## src/rtl/bdm_session_ctrl_if.sv

```systemverilog
// rtl/bdm_session_ctrl_if.sv - Signal bundle between the BDM session sequencer and its host, startup controller, command engine and BKGD pin.
interface bdm_session_ctrl_if;
  logic        pwr_req;
  logic        resync_req;
  logic        su_start;
  logic        su_stop;
  logic        su_ready;
  logic        su_is_sending;
  logic        bkgd_in;
  logic        cmd_bkgd_oe;
  logic        bkgd_oe;
  logic        cmd_en;
  logic        session_up;
  logic [15:0] sync_period;
  logic        err_timeout;

  modport slave (
    input  pwr_req, resync_req, su_ready, su_is_sending, bkgd_in, cmd_bkgd_oe,
    output su_start, su_stop, bkgd_oe, cmd_en, session_up, sync_period, err_timeout
  );

  modport master (
    output pwr_req, resync_req, su_ready, su_is_sending, bkgd_in, cmd_bkgd_oe,
    input  su_start, su_stop, bkgd_oe, cmd_en, session_up, sync_period, err_timeout
  );
endinterface

```

## src/rtl/bdm_session_ctrl.sv

```systemverilog
// rtl/bdm_session_ctrl.sv - BDM session sequencer: target power-up, SYNC bit-period measurement, teardown.
// Optional BDM_SYNC_AVG_EN: four SYNC passes are averaged into sync_period.
module bdm_session_ctrl #(
  parameter int SYNC_LOW_CYCLES = 6400,
  parameter int SYNC_TIMEOUT    = 50000
) (
  input  logic              clk,
  input  logic              rst,
  bdm_session_ctrl_if.slave bus
);
  typedef enum logic [3:0] {
    IDLE, START, ARM, WAIT_PWR, SYNC_LOW, SYNC_WAIT_FALL, SYNC_MEASURE, UP, ERROR
  } state_t;

  typedef enum logic [1:0] {OE_OFF, OE_LOW, OE_SU, OE_CMD} oe_sel_t;

  localparam logic [15:0] LOW_LAST = 16'(SYNC_LOW_CYCLES - 1);
  localparam logic [15:0] TMO_LAST = 16'(SYNC_TIMEOUT - 1);

  state_t      state_q, state_d;
  oe_sel_t     oe_sel_q, oe_sel_d;
  logic [15:0] timer_q, timer_d;
  logic [15:0] cnt_q, cnt_d;
  logic [15:0] period_q, period_d;
  logic        su_start_q, su_start_d;
  logic        su_stop_q, su_stop_d;
  logic        up_q, up_d;
  logic        err_q, err_d;
  logic        bkgd_meta_q, bkgd_sync_q, bkgd_prev_q;
  logic        bkgd_fall, bkgd_rise, timed_out, oe_mux;
`ifdef BDM_SYNC_AVG_EN
  logic [1:0]  pass_q, pass_d;
  logic [17:0] acc_q, acc_d, sum;
`endif

  assign bkgd_fall = bkgd_prev_q & ~bkgd_sync_q;
  assign bkgd_rise = ~bkgd_prev_q & bkgd_sync_q;
  assign timed_out = (timer_q == TMO_LAST);

  always_comb begin
    state_d  = state_q;
    cnt_d    = cnt_q;
    period_d = period_q;
`ifdef BDM_SYNC_AVG_EN
    pass_d   = pass_q;
    acc_d    = acc_q;
    sum      = acc_q + {2'b00, cnt_q};
`endif
    case (state_q)
      IDLE:     if (bus.pwr_req) state_d = START;
      START:    state_d = ARM;
      // su_ready is still high from the previous session during START
      ARM:      state_d = WAIT_PWR;
      WAIT_PWR: begin
        if (bus.su_ready) begin
          state_d = SYNC_LOW;
`ifdef BDM_SYNC_AVG_EN
          pass_d  = '0;
          acc_d   = '0;
`endif
        end else if (timed_out) begin
          state_d = ERROR;
        end
      end
      SYNC_LOW: if (timer_q == LOW_LAST) state_d = SYNC_WAIT_FALL;
      SYNC_WAIT_FALL: begin
        if (bkgd_fall) begin
          state_d = SYNC_MEASURE;
          cnt_d   = 16'd1;
        end else if (timed_out) begin
          state_d = ERROR;
        end
      end
      SYNC_MEASURE: begin
        if (bkgd_rise) begin
`ifdef BDM_SYNC_AVG_EN
          if (pass_q == 2'd3) begin
            period_d = sum[17:2];
            state_d  = UP;
          end else begin
            acc_d   = sum;
            pass_d  = pass_q + 2'd1;
            state_d = SYNC_LOW;
          end
`else
          period_d = cnt_q;
          state_d  = UP;
`endif
        end else if (cnt_q == 16'hFFFF || timed_out) begin
          state_d = ERROR;
        end else begin
          cnt_d = cnt_q + 16'd1;
        end
      end
      UP: begin
        if (bus.resync_req) begin
          state_d = SYNC_LOW;
`ifdef BDM_SYNC_AVG_EN
          pass_d  = '0;
          acc_d   = '0;
`endif
        end
      end
      ERROR:    state_d = ERROR;
      default:  state_d = IDLE;
    endcase

    // Power-down wins over every other event in the same cycle
    if (state_q != IDLE && !bus.pwr_req) begin
      state_d  = IDLE;
      period_d = '0;
    end

    timer_d    = (state_d != state_q) ? '0 : timer_q + 16'd1;
    su_start_d = (state_d == START);
    su_stop_d  = (state_d == IDLE) || (state_d == ERROR);
    up_d       = (state_d == UP);
    err_d      = (state_d == ERROR);
    case (state_d)
      WAIT_PWR: oe_sel_d = OE_SU;
      SYNC_LOW: oe_sel_d = OE_LOW;
      UP:       oe_sel_d = OE_CMD;
      default:  oe_sel_d = OE_OFF;
    endcase
  end

  always_comb begin
    oe_mux = 1'b0;
    case (oe_sel_q)
      OE_LOW:  oe_mux = 1'b1;
      OE_SU:   oe_mux = bus.su_is_sending;
      OE_CMD:  oe_mux = bus.cmd_bkgd_oe;
      default: oe_mux = 1'b0;
    endcase
  end

  always_ff @(posedge clk or posedge rst) begin
    if (rst) begin
      state_q     <= IDLE;
      oe_sel_q    <= OE_OFF;
      timer_q     <= '0;
      cnt_q       <= '0;
      period_q    <= '0;
      su_start_q  <= 1'b0;
      su_stop_q   <= 1'b1;
      up_q        <= 1'b0;
      err_q       <= 1'b0;
      bkgd_meta_q <= 1'b1;
      bkgd_sync_q <= 1'b1;
      bkgd_prev_q <= 1'b1;
`ifdef BDM_SYNC_AVG_EN
      pass_q      <= '0;
      acc_q       <= '0;
`endif
    end else begin
      state_q     <= state_d;
      oe_sel_q    <= oe_sel_d;
      timer_q     <= timer_d;
      cnt_q       <= cnt_d;
      period_q    <= period_d;
      su_start_q  <= su_start_d;
      su_stop_q   <= su_stop_d;
      up_q        <= up_d;
      err_q       <= err_d;
      bkgd_meta_q <= bus.bkgd_in;
      bkgd_sync_q <= bkgd_meta_q;
      bkgd_prev_q <= bkgd_sync_q;
`ifdef BDM_SYNC_AVG_EN
      pass_q      <= pass_d;
      acc_q       <= acc_d;
`endif
    end
  end

  assign bus.su_start    = su_start_q;
  assign bus.su_stop     = su_stop_q;
  assign bus.cmd_en      = up_q;
  assign bus.session_up  = up_q;
  assign bus.sync_period = period_q;
  assign bus.err_timeout = err_q;
  assign bus.bkgd_oe     = bus.pwr_req & oe_mux;
endmodule

```

## src/flat_wrapper.sv

```systemverilog
// flat-port wrapper written by rule: the top's interface ports become plain ports
module bdm_session_ctrl_flat 
#(
  parameter int SYNC_LOW_CYCLES = 6400,
  parameter int SYNC_TIMEOUT    = 50000
)
  (clk, rst, bus_pwr_req, bus_resync_req, bus_su_ready, bus_su_is_sending, bus_bkgd_in, bus_cmd_bkgd_oe, bus_su_start, bus_su_stop, bus_bkgd_oe, bus_cmd_en, bus_session_up, bus_sync_period, bus_err_timeout);
  bdm_session_ctrl_if bus_i ();
  input  logic clk;
  input  logic rst;
  input wire logic [$bits(bus_i.pwr_req)-1:0] bus_pwr_req;
  input wire logic [$bits(bus_i.resync_req)-1:0] bus_resync_req;
  input wire logic [$bits(bus_i.su_ready)-1:0] bus_su_ready;
  input wire logic [$bits(bus_i.su_is_sending)-1:0] bus_su_is_sending;
  input wire logic [$bits(bus_i.bkgd_in)-1:0] bus_bkgd_in;
  input wire logic [$bits(bus_i.cmd_bkgd_oe)-1:0] bus_cmd_bkgd_oe;
  output wire logic [$bits(bus_i.su_start)-1:0] bus_su_start;
  output wire logic [$bits(bus_i.su_stop)-1:0] bus_su_stop;
  output wire logic [$bits(bus_i.bkgd_oe)-1:0] bus_bkgd_oe;
  output wire logic [$bits(bus_i.cmd_en)-1:0] bus_cmd_en;
  output wire logic [$bits(bus_i.session_up)-1:0] bus_session_up;
  output wire logic [$bits(bus_i.sync_period)-1:0] bus_sync_period;
  output wire logic [$bits(bus_i.err_timeout)-1:0] bus_err_timeout;
  assign bus_i.pwr_req = bus_pwr_req;
  assign bus_i.resync_req = bus_resync_req;
  assign bus_i.su_ready = bus_su_ready;
  assign bus_i.su_is_sending = bus_su_is_sending;
  assign bus_i.bkgd_in = bus_bkgd_in;
  assign bus_i.cmd_bkgd_oe = bus_cmd_bkgd_oe;
  assign bus_su_start = bus_i.su_start;
  assign bus_su_stop = bus_i.su_stop;
  assign bus_bkgd_oe = bus_i.bkgd_oe;
  assign bus_cmd_en = bus_i.cmd_en;
  assign bus_session_up = bus_i.session_up;
  assign bus_sync_period = bus_i.sync_period;
  assign bus_err_timeout = bus_i.err_timeout;
  bdm_session_ctrl #(.SYNC_LOW_CYCLES(SYNC_LOW_CYCLES), .SYNC_TIMEOUT(SYNC_TIMEOUT)) u_core (.clk(clk), .rst(rst), .bus(bus_i));
endmodule
```

## config.mk

```make
export PLATFORM = sky130hd
export DESIGN_NAME = bdm_session_ctrl_flat
export DESIGN_NICKNAME = d
export VERILOG_FILES = /design/src/rtl/bdm_session_ctrl_if.sv /design/src/rtl/bdm_session_ctrl.sv /design/src/flat_wrapper.sv
export SDC_FILE = /design/constraint.sdc
export NUM_CORES = 1
export LEC_CHECK = 0
export ABC_AREA = 1
export BUFFER_PORTS_ARGS = -buffer_cell sky130_fd_sc_hd__buf_4
export CORE_MARGIN = 2
export CORE_UTILIZATION = 45
export CTS_CLUSTER_SIZE = 14
export DETAILED_ROUTE_END_ITERATION = 8
export GPL_TIMING_DRIVEN = 1
export SETUP_SLACK_MARGIN = 0.02
export SYNTH_ARGS = -nofsm -noshare
export SYNTH_HDL_FRONTEND = slang
export SYNTH_SLANG_ARGS = --single-unit
```

## constraint.sdc

```tcl
create_clock -name clk -period 3.5 [get_ports clk]
set_input_delay 0.7 -clock clk [delete_from_list [all_inputs] [get_ports clk]]
set_output_delay 0.7 -clock clk [all_outputs]
set_load 0.05 [all_outputs]
```

==> run summary, run 1 <==
Outcome
• result of the run: completed

Drt
• Detailed Route Iter0 Violations: 95
• post-detailed-route count of antenna-violating nets: 0
• DR WL/cell: 12.53 µm
• total wire length after detailed routing: 6802 µm
• number of vias per cell after detailed routing: 4.956
• number of vias after detailed routing: 2691
• number of iterations in the first detailed-routing pass: 4
• DRC violations left: 0

Floorplan
• Initial Utilization: 0.4708
• # IOs: 30
• area of the die: 7923 µm²
• Die Ht: 89.01 µm
• standard cell core area: 6907 µm²
• Std-Cell Rows: 30
• Die X-Extent: 89.01 µm

Timing
• slew at the pin with the worst max-slew slack: 1.056 ns
• maximum clock frequency: 420.8 MHz
• skew final: 0.007654 ns
• final period demand of the worst path: 2.377 ns
• Max transition margin: 0.2949
• total count of max-transition violations in the final report: 0
• endpoints failing hold: 0
• unrepaired setup endpoints after global routing: no
• Period Utilization, post-route: 0.6790
• endpoints failing setup: 0
• total negative setup slack: 0 ns

Power and ir drop
• Internal Dissipation: 1.461 mW
• total power divided by cell area: 623.9 nW/µm²
• combinational group share of total power: 0.329
• Net Sw Power: 0.9075 mW
• static leakage: 1.887 nW
• maximum vdd ir drop: 419.1 µV
• switching power share of the total: 0.3831
• sequential power share: 0.355
• Clk pwr share: 0.316

Placed design
• global placement routability congestion: 0.8477
• post-DP HPWL: 4752 µm
• count of buffers from port buffering: 29
• cell area after placement: 3552 µm²

Setup path
• number of cells traversed by the worst register-to-register path: 12
• CP max stage cell: sky130_fd_sc_hd__dfrtp_1
• arrival time at the worst endpoint: 2.62 ns
• Crit. path cell count: 12
• maximum fanout count along the critical path: 23
• number of buffer and inverter instances along the worst setup path: 3
• Worst Setup Start Kind: flop
• library cell appearing most often on the critical path: sky130_fd_sc_hd__nand2_1
• Critical Path RT: 3.74 ns
• kind of cell adding the most delay to the critical path: simple AND/OR/NAND/NOR gates
• series of cell instances along the critical path: inv_2 -> nand2_2 -> inv_2 -> nand2_1 -> nand2_1 -> nand2_1 -> inv_1 -> nand2_1 -> nand2_1 -> nand2_1 -> nand3_2 -> nor3_1
• classification of the worst setup path: reg -> reg
• slowest cell delay on critical path: 0.46 ns
• kind of capture point of the worst setup path: flop

Final layout
• final design instance area without fill: 3796 µm²
• count of antenna diodes in the layout: 0
• Final #Nets: 452
• area grow syn2layout: 16.74%
• fraction of final layout cells sized beyond drive strength 1: 0.1924

Logic synthesis
• fraction of the yosys area taken by sequential cells: 0.4710
• synthesized area per cell: 7.951 µm²
• Synthesis Warnings: 0
• most numerous cell in the Yosys netlist: sky130_fd_sc_hd__nand2_1
• count of cell types in the netlist: 28
• Area contributors post-synth: sky130_fd_sc_hd__dfrtp_1 44%, sky130_fd_sc_hd__nand2_1 9.6%, sky130_fd_sc_hd__nor2_1 6.3%
• Primary FF master, synth: sky130_fd_sc_hd__dfrtp_1
• Post-synth EDFFs: 0
• Syn Inst Count: 409
• fraction of synthesis flops using an asynchronous set or reset pin: 1.000
• Synthesized Nets: 419
• cell type contributing the most total cell area after synthesis: sky130_fd_sc_hd__dfrtp_1
• synthesized area: 3252 µm²
• area share of the largest cell type after synthesis: 0.4386
• total of flip-flops plus latches after synthesis: 61
• top cells by instance count after synthesis: 83 x sky130_fd_sc_hd__nand2_1, 57 x sky130_fd_sc_hd__dfrtp_1, 55 x sky130_fd_sc_hd__nor2_1

Global routing
• global-route wire length before repair: 11460 µm
• vias in the first global route: 2554
• maximum number of pins on one net before global-route repair: 52
• total track usage: 0.1886
• initial antenna violation count: 0
• overflow left after global routing: 0

Clock network
• CTS root buffer: sky130_fd_sc_hd__clkbuf_8
• maximum count of clock buffers along a single path: 2
• post-CTS setup buffers: 0
• clock latency of the later-clocked register in the worst-skew pair: 0.34 ns
• number of buffers inserted during clock tree synthesis: 9
• H-tree depth: 3
• TritonCTS clock tree: built
• number of buffers inserted by hold repair at cts: 0
• post-cts gate resize count: 0
• Clock transition at path regs: 0.06 ns
• sink count of the clock tree: 61

Hold path
• Hold Path Depth: 0
• kind of path behind the tightest hold check: reg -> reg

Job
• count of maximum capacitance violations: 0

[sequential cells by signal (all words and copies together) (netlist names), 2 cells and up]
signal,cells
u_core.bus.sync_period,16
u_core.oe_sel_q,2
u_core.timer_q,16
u_core.state_q,4
u_core.cnt_q,16
[layout by cell type, fill, tap and decap left out, drive strengths merged]
| cell type | count |
|---|---|
| clkbuf | 13 |
| bufinv | 2 |
| dfrtp | 57 |
| nand2 | 89 |
| o31ai | 2 |
| o21bai | 1 |
| buf | 32 |
| xnor2 | 3 |
| xor2 | 14 |
| clkinv | 2 |
| nor3 | 22 |
| nand4 | 4 |
| nor4 | 3 |
| o21ai | 30 |
| nand3 | 27 |
| nor2 | 59 |
| ha | 2 |
| dfstp | 4 |
| inv | 58 |
| a21oi | 23 |
[per-layer routing]
layer,global-route usage,up-vias,routed length (µm)
li1,-,1365,-
met1,0.2630,1255,3388
met2,0.2883,60,2988
met3,0.03139,11,282
met4,0.08820,0,143
met5,0,-,0
[logic make-up after synthesis]
logic type / count (synthesis) / share of synthesized area
simple gates: 204 / 0.3005
buf+inv: 69 / 0.08657
flops: 61 / 0.4710
compound gates: 56 / 0.08849
xor+xnor: 17 / 0.04579
fa+ha+maj: 2 / 0.007694
[worst paths after layout]
path | end | startpoint | slack (ns)
worst max-delay path | u_core.timer_q[2] | u_core.state_q[3] | 1.12
worst min-delay path | u_core.bkgd_sync_q | u_core.bkgd_meta_q | 0.36
worst max register to register | u_core.timer_q[2] | u_core.state_q[3] | 1.12
worst min register to register | u_core.bkgd_sync_q | u_core.bkgd_meta_q | 0.36
max in group asynchronous | u_core.bus.sync_period[6] | rst | 2.14
min in group asynchronous | u_core.bus.sync_period[2] | rst | 0.63
[stage by stage]
step	utilization	total power, mW	hold WS, ns	setup WS, ns	cells
global placement	0.5143	1.628	0.3466	1.032	527
CTS	0.5496	2.395	0.3602	1.088	543
finish	0.5496	2.369	0.3578	1.123	543
floorplan	-	1.497	0.3452	1.294	409
detailed placement	0.5143	1.634	0.3510	0.9313	527
global route	0.5496	2.509	0.3646	0.7876	543
[cell type report]
class                   instances  area, µm²
clock buffers                  13      178.9
clock inverters                 3      65.06
fillers                       671       3110
inverters                      59      221.5
multi-input cells             279       1439
flip-flops and latches         61       1531
well taps                      96      120.1
repair buffers                 32      240.2
[power by group through the flow]
stage	registers, mW	clock network (mW)	logic (mW)
3_3_place_gp	0.850	0	0.777
6_report	0.840	0.749	0.779
4_1_cts	0.840	0.769	0.785
3_5_place_dp	0.853	0	0.782
5_1_grt	0.849	0.797	0.864
2_1_floorplan	0.948	0	0.549
No activity file was read; power rests on OpenSTA's default activity.
==> run 2, diff against run 1 <==
- clock period: 3.5 -> 2.35 ns (I/O delays scaled with it)
==> run 2 against run 1 <==
  * Power up 45%
  * Clock power grew 30%
  * Flip-flop and latch count is the same
  * Critical endpoint is now u_core.timer_q[3]
  * Clock-buffer cell count did not move
  * Combinational power grew 54%
  * Critical path type unchanged
  * Utilization fell by 0.13 points
  * Maximum frequency increased by 16%
  * Register-to-register slack lost 0.81 ns
  * Via count down 2.9%
==> run summary, run 2 (synthesized netlist as in run 1, its figures left out) <==
Outcome
• result of the run: completed

Drt
• number of iterations in the first detailed-routing pass: 4, unchanged
• wire length on met3: 250 µm, -11%
• Detailed Route Iter0 Violations: 109, +15%
• top routing layer used: met4
• length of routed wiring on met1: 3417 µm, +0.86%
• number of vias after detailed routing: 2614, -2.9%
• DRC violations left: 0, unchanged
• post-detailed-route count of antenna-violating nets: 0, unchanged
• DR WL/cell: 12.17 µm, -2.9%
• Routed met2 length: 2832 µm, -5.2%
• number of vias per cell after detailed routing: 4.805, -3.0%
• total wire length after detailed routing: 6618 µm, -2.7%

Timing
• maximum clock frequency: 490.1 MHz, +16%
• unrepaired setup endpoints after global routing: no
• Worst Hold Margin: 0.1395 ns, -0.2183 ns
• total negative setup slack: 0 ns, unchanged
• total count of max-transition violations in the final report: 0, unchanged
• endpoints failing setup: 0, unchanged
• final period demand of the worst path: 2.040 ns, -0.3363 ns
• Period Utilization, post-route: 0.8682, +0.1892
• Max transition margin: 0.6972, +0.4023
• skew final: 0.01218 ns, +0.004523 ns
• endpoints failing hold: 0, unchanged
• slew at the pin with the worst max-slew slack: 0.4535 ns, -0.6026 ns

Global routing
• overflow left after global routing: 0, unchanged
• total track usage: 0.1927, +0.004082
• vias in the first global route: 2564, +0.39%
• global-route wire length before repair: 11710 µm, +2.2%
• initial antenna violation count: 0, unchanged
• maximum number of pins on one net before global-route repair: 42, -19%

Clock network
• sink count of the clock tree: 61, unchanged
• post-CTS setup buffers: 0, unchanged
• H-tree depth: 3, unchanged
• maximum count of clock buffers along a single path: 2, unchanged
• number of buffers inserted during clock tree synthesis: 9, unchanged
• TritonCTS clock tree: built
• post-cts gate resize count: 0, unchanged
• Clock transition at path regs: 0.07 ns, about the same
• number of buffers inserted by hold repair at cts: 0, unchanged
• CTS root buffer: sky130_fd_sc_hd__clkbuf_8
• clock latency of the later-clocked register in the worst-skew pair: 0.34 ns, about the same

Final layout
• commonest cells after routing, fill and taps aside: 83 x sky130_fd_sc_hd__nand2_1, 57 x sky130_fd_sc_hd__dfrtp_1, 55 x sky130_fd_sc_hd__nor2_1
• area grow syn2layout: 16.47%
• final design instance area without fill: 3787 µm², -0.23%
• fraction of final layout cells sized beyond drive strength 1: 0.1942, +0.001803
• count of antenna diodes in the layout: 0, unchanged
• Final #Nets: 453, +0.22%
• commonest non-fill, non-tap cell in the layout: sky130_fd_sc_hd__nand2_1

Floorplan
• Die Ht: 89.01 µm, unchanged
• standard cell core area: 6907 µm², unchanged
• # IOs: 30, unchanged
• area of the die: 7923 µm², unchanged
• Initial Utilization: 0.4708, unchanged
• Std-Cell Rows: 30, unchanged
• Die X-Extent: 89.01 µm, unchanged

Setup path
• maximum fanout count along the critical path: 16, -30%
• Critical Path RT: 2.56 ns, -1.18 ns
• arrival time at the worst endpoint: 2.25 ns, -0.37 ns
• Worst Setup Start Kind: flop
• classification of the worst setup path: reg -> reg
• kind of capture point of the worst setup path: flop

Hold path
• kind of path behind the tightest hold check: in -> async

Power and ir drop
• static leakage: 1.875 nW, -0.64%
• maximum vdd ir drop: 565.7 µV, +35%
• total power divided by cell area: 904.8 nW/µm², +45%

Placed design
• cell area after placement: 3572 µm², +0.56%
• post-DP HPWL: 4935 µm, +3.9%
• count of buffers from port buffering: 29, unchanged
• global placement routability congestion: 0.9035, +6.6%

Job
• count of maximum capacitance violations: 0, unchanged

[run 2: cell count changes in the layout (fill, tap and decap cells not counted)]
cell and change:
sky130_fd_sc_hd__clkbuf_8 -1, sky130_fd_sc_hd__buf_12 +1, sky130_fd_sc_hd__clkinvlp_4 +1, sky130_fd_sc_hd__clkbuf_1 +1
sky130_fd_sc_hd__buf_6 +1, sky130_fd_sc_hd__inv_1 -1, sky130_fd_sc_hd__buf_4 -1, sky130_fd_sc_hd__inv_2 +1
sky130_fd_sc_hd__bufinv_16 -1
[run 2: worst paths after layout]
| kind | to | startpoint | depth (start not counted) | slack [ns] |
|---|---|---|---|---|
| setup / recovery | u_core.timer_q[3] | u_core.cnt_q[1] | 15 | 0.31 |
| hold / removal | u_core.cnt_q[9] | rst | 2 | 0.14 |
| setup reg to reg | u_core.timer_q[3] | u_core.cnt_q[1] | 15 | 0.31 |
| hold reg to reg | u_core.bkgd_sync_q | u_core.bkgd_meta_q | 0 | 0.36 |
| max in group asynchronous | u_core.bkgd_sync_q | rst | 3 | 1.57 |
| min in group clk | u_core.bkgd_meta_q | bus_bkgd_in | 1 | 0.24 |
[run 2: routing by layer]
layer  vias to the layer above  global-route usage
li1                       1361                   -
met1                      1200              0.2754
met2                        43              0.2809
met3                        10             0.04155
met4                         0             0.08820
met5                         -                   0
[run 2: area by class of cell]
| class | instances | area [µm²] |
|---|---|---|
| Clock inverter | 3 | 42.54 |
| Sequential cell | 61 | 1531 |
| Clock buffer | 13 | 168.9 |
| Tap cell | 96 | 120.1 |
| Multi-Input combinational cell | 279 | 1439 |
| Fill cell | 683 | 3119 |
| Inverter | 59 | 221.5 |
| Timing Repair Buffer | 33 | 264.0 |
[run 2: per-stage QoR]
step                  util  std cells  setup WS (ns)  power, mW
finish              0.5484        544         0.3098      3.427
global route        0.5484        544        0.02903      3.656
CTS                 0.5478        544         0.2317      3.459
detailed placement  0.5172        528         0.2329      2.474
global placement    0.5172        528         0.2829      2.462
floorplan                -        409         0.3736      2.230
[run 2: critical path: stages, from the launching register on]
cell and delay [ns]:
sky130_fd_sc_hd__dfrtp_1 0.37, sky130_fd_sc_hd__ha_1 0.18, sky130_fd_sc_hd__nand2_1 0.06, sky130_fd_sc_hd__inv_1 0.11
sky130_fd_sc_hd__nand2_1 0.06, sky130_fd_sc_hd__nor2_1 0.14, sky130_fd_sc_hd__nand2_1 0.11, sky130_fd_sc_hd__nand3_2 0.11
sky130_fd_sc_hd__nand2_1 0.06, sky130_fd_sc_hd__nor2_1 0.10, sky130_fd_sc_hd__nand2_1 0.09, sky130_fd_sc_hd__nand2_1 0.11
sky130_fd_sc_hd__nand2_1 0.07, sky130_fd_sc_hd__nand3_2 0.08, sky130_fd_sc_hd__buf_6 0.20, sky130_fd_sc_hd__nor3_1 0.07
[run 2: report_power, final]
part	internal [mW]	switching (mW)
clock	0.575	0.400
combinational	0.331	0.868
sequential	1.17	0.0797
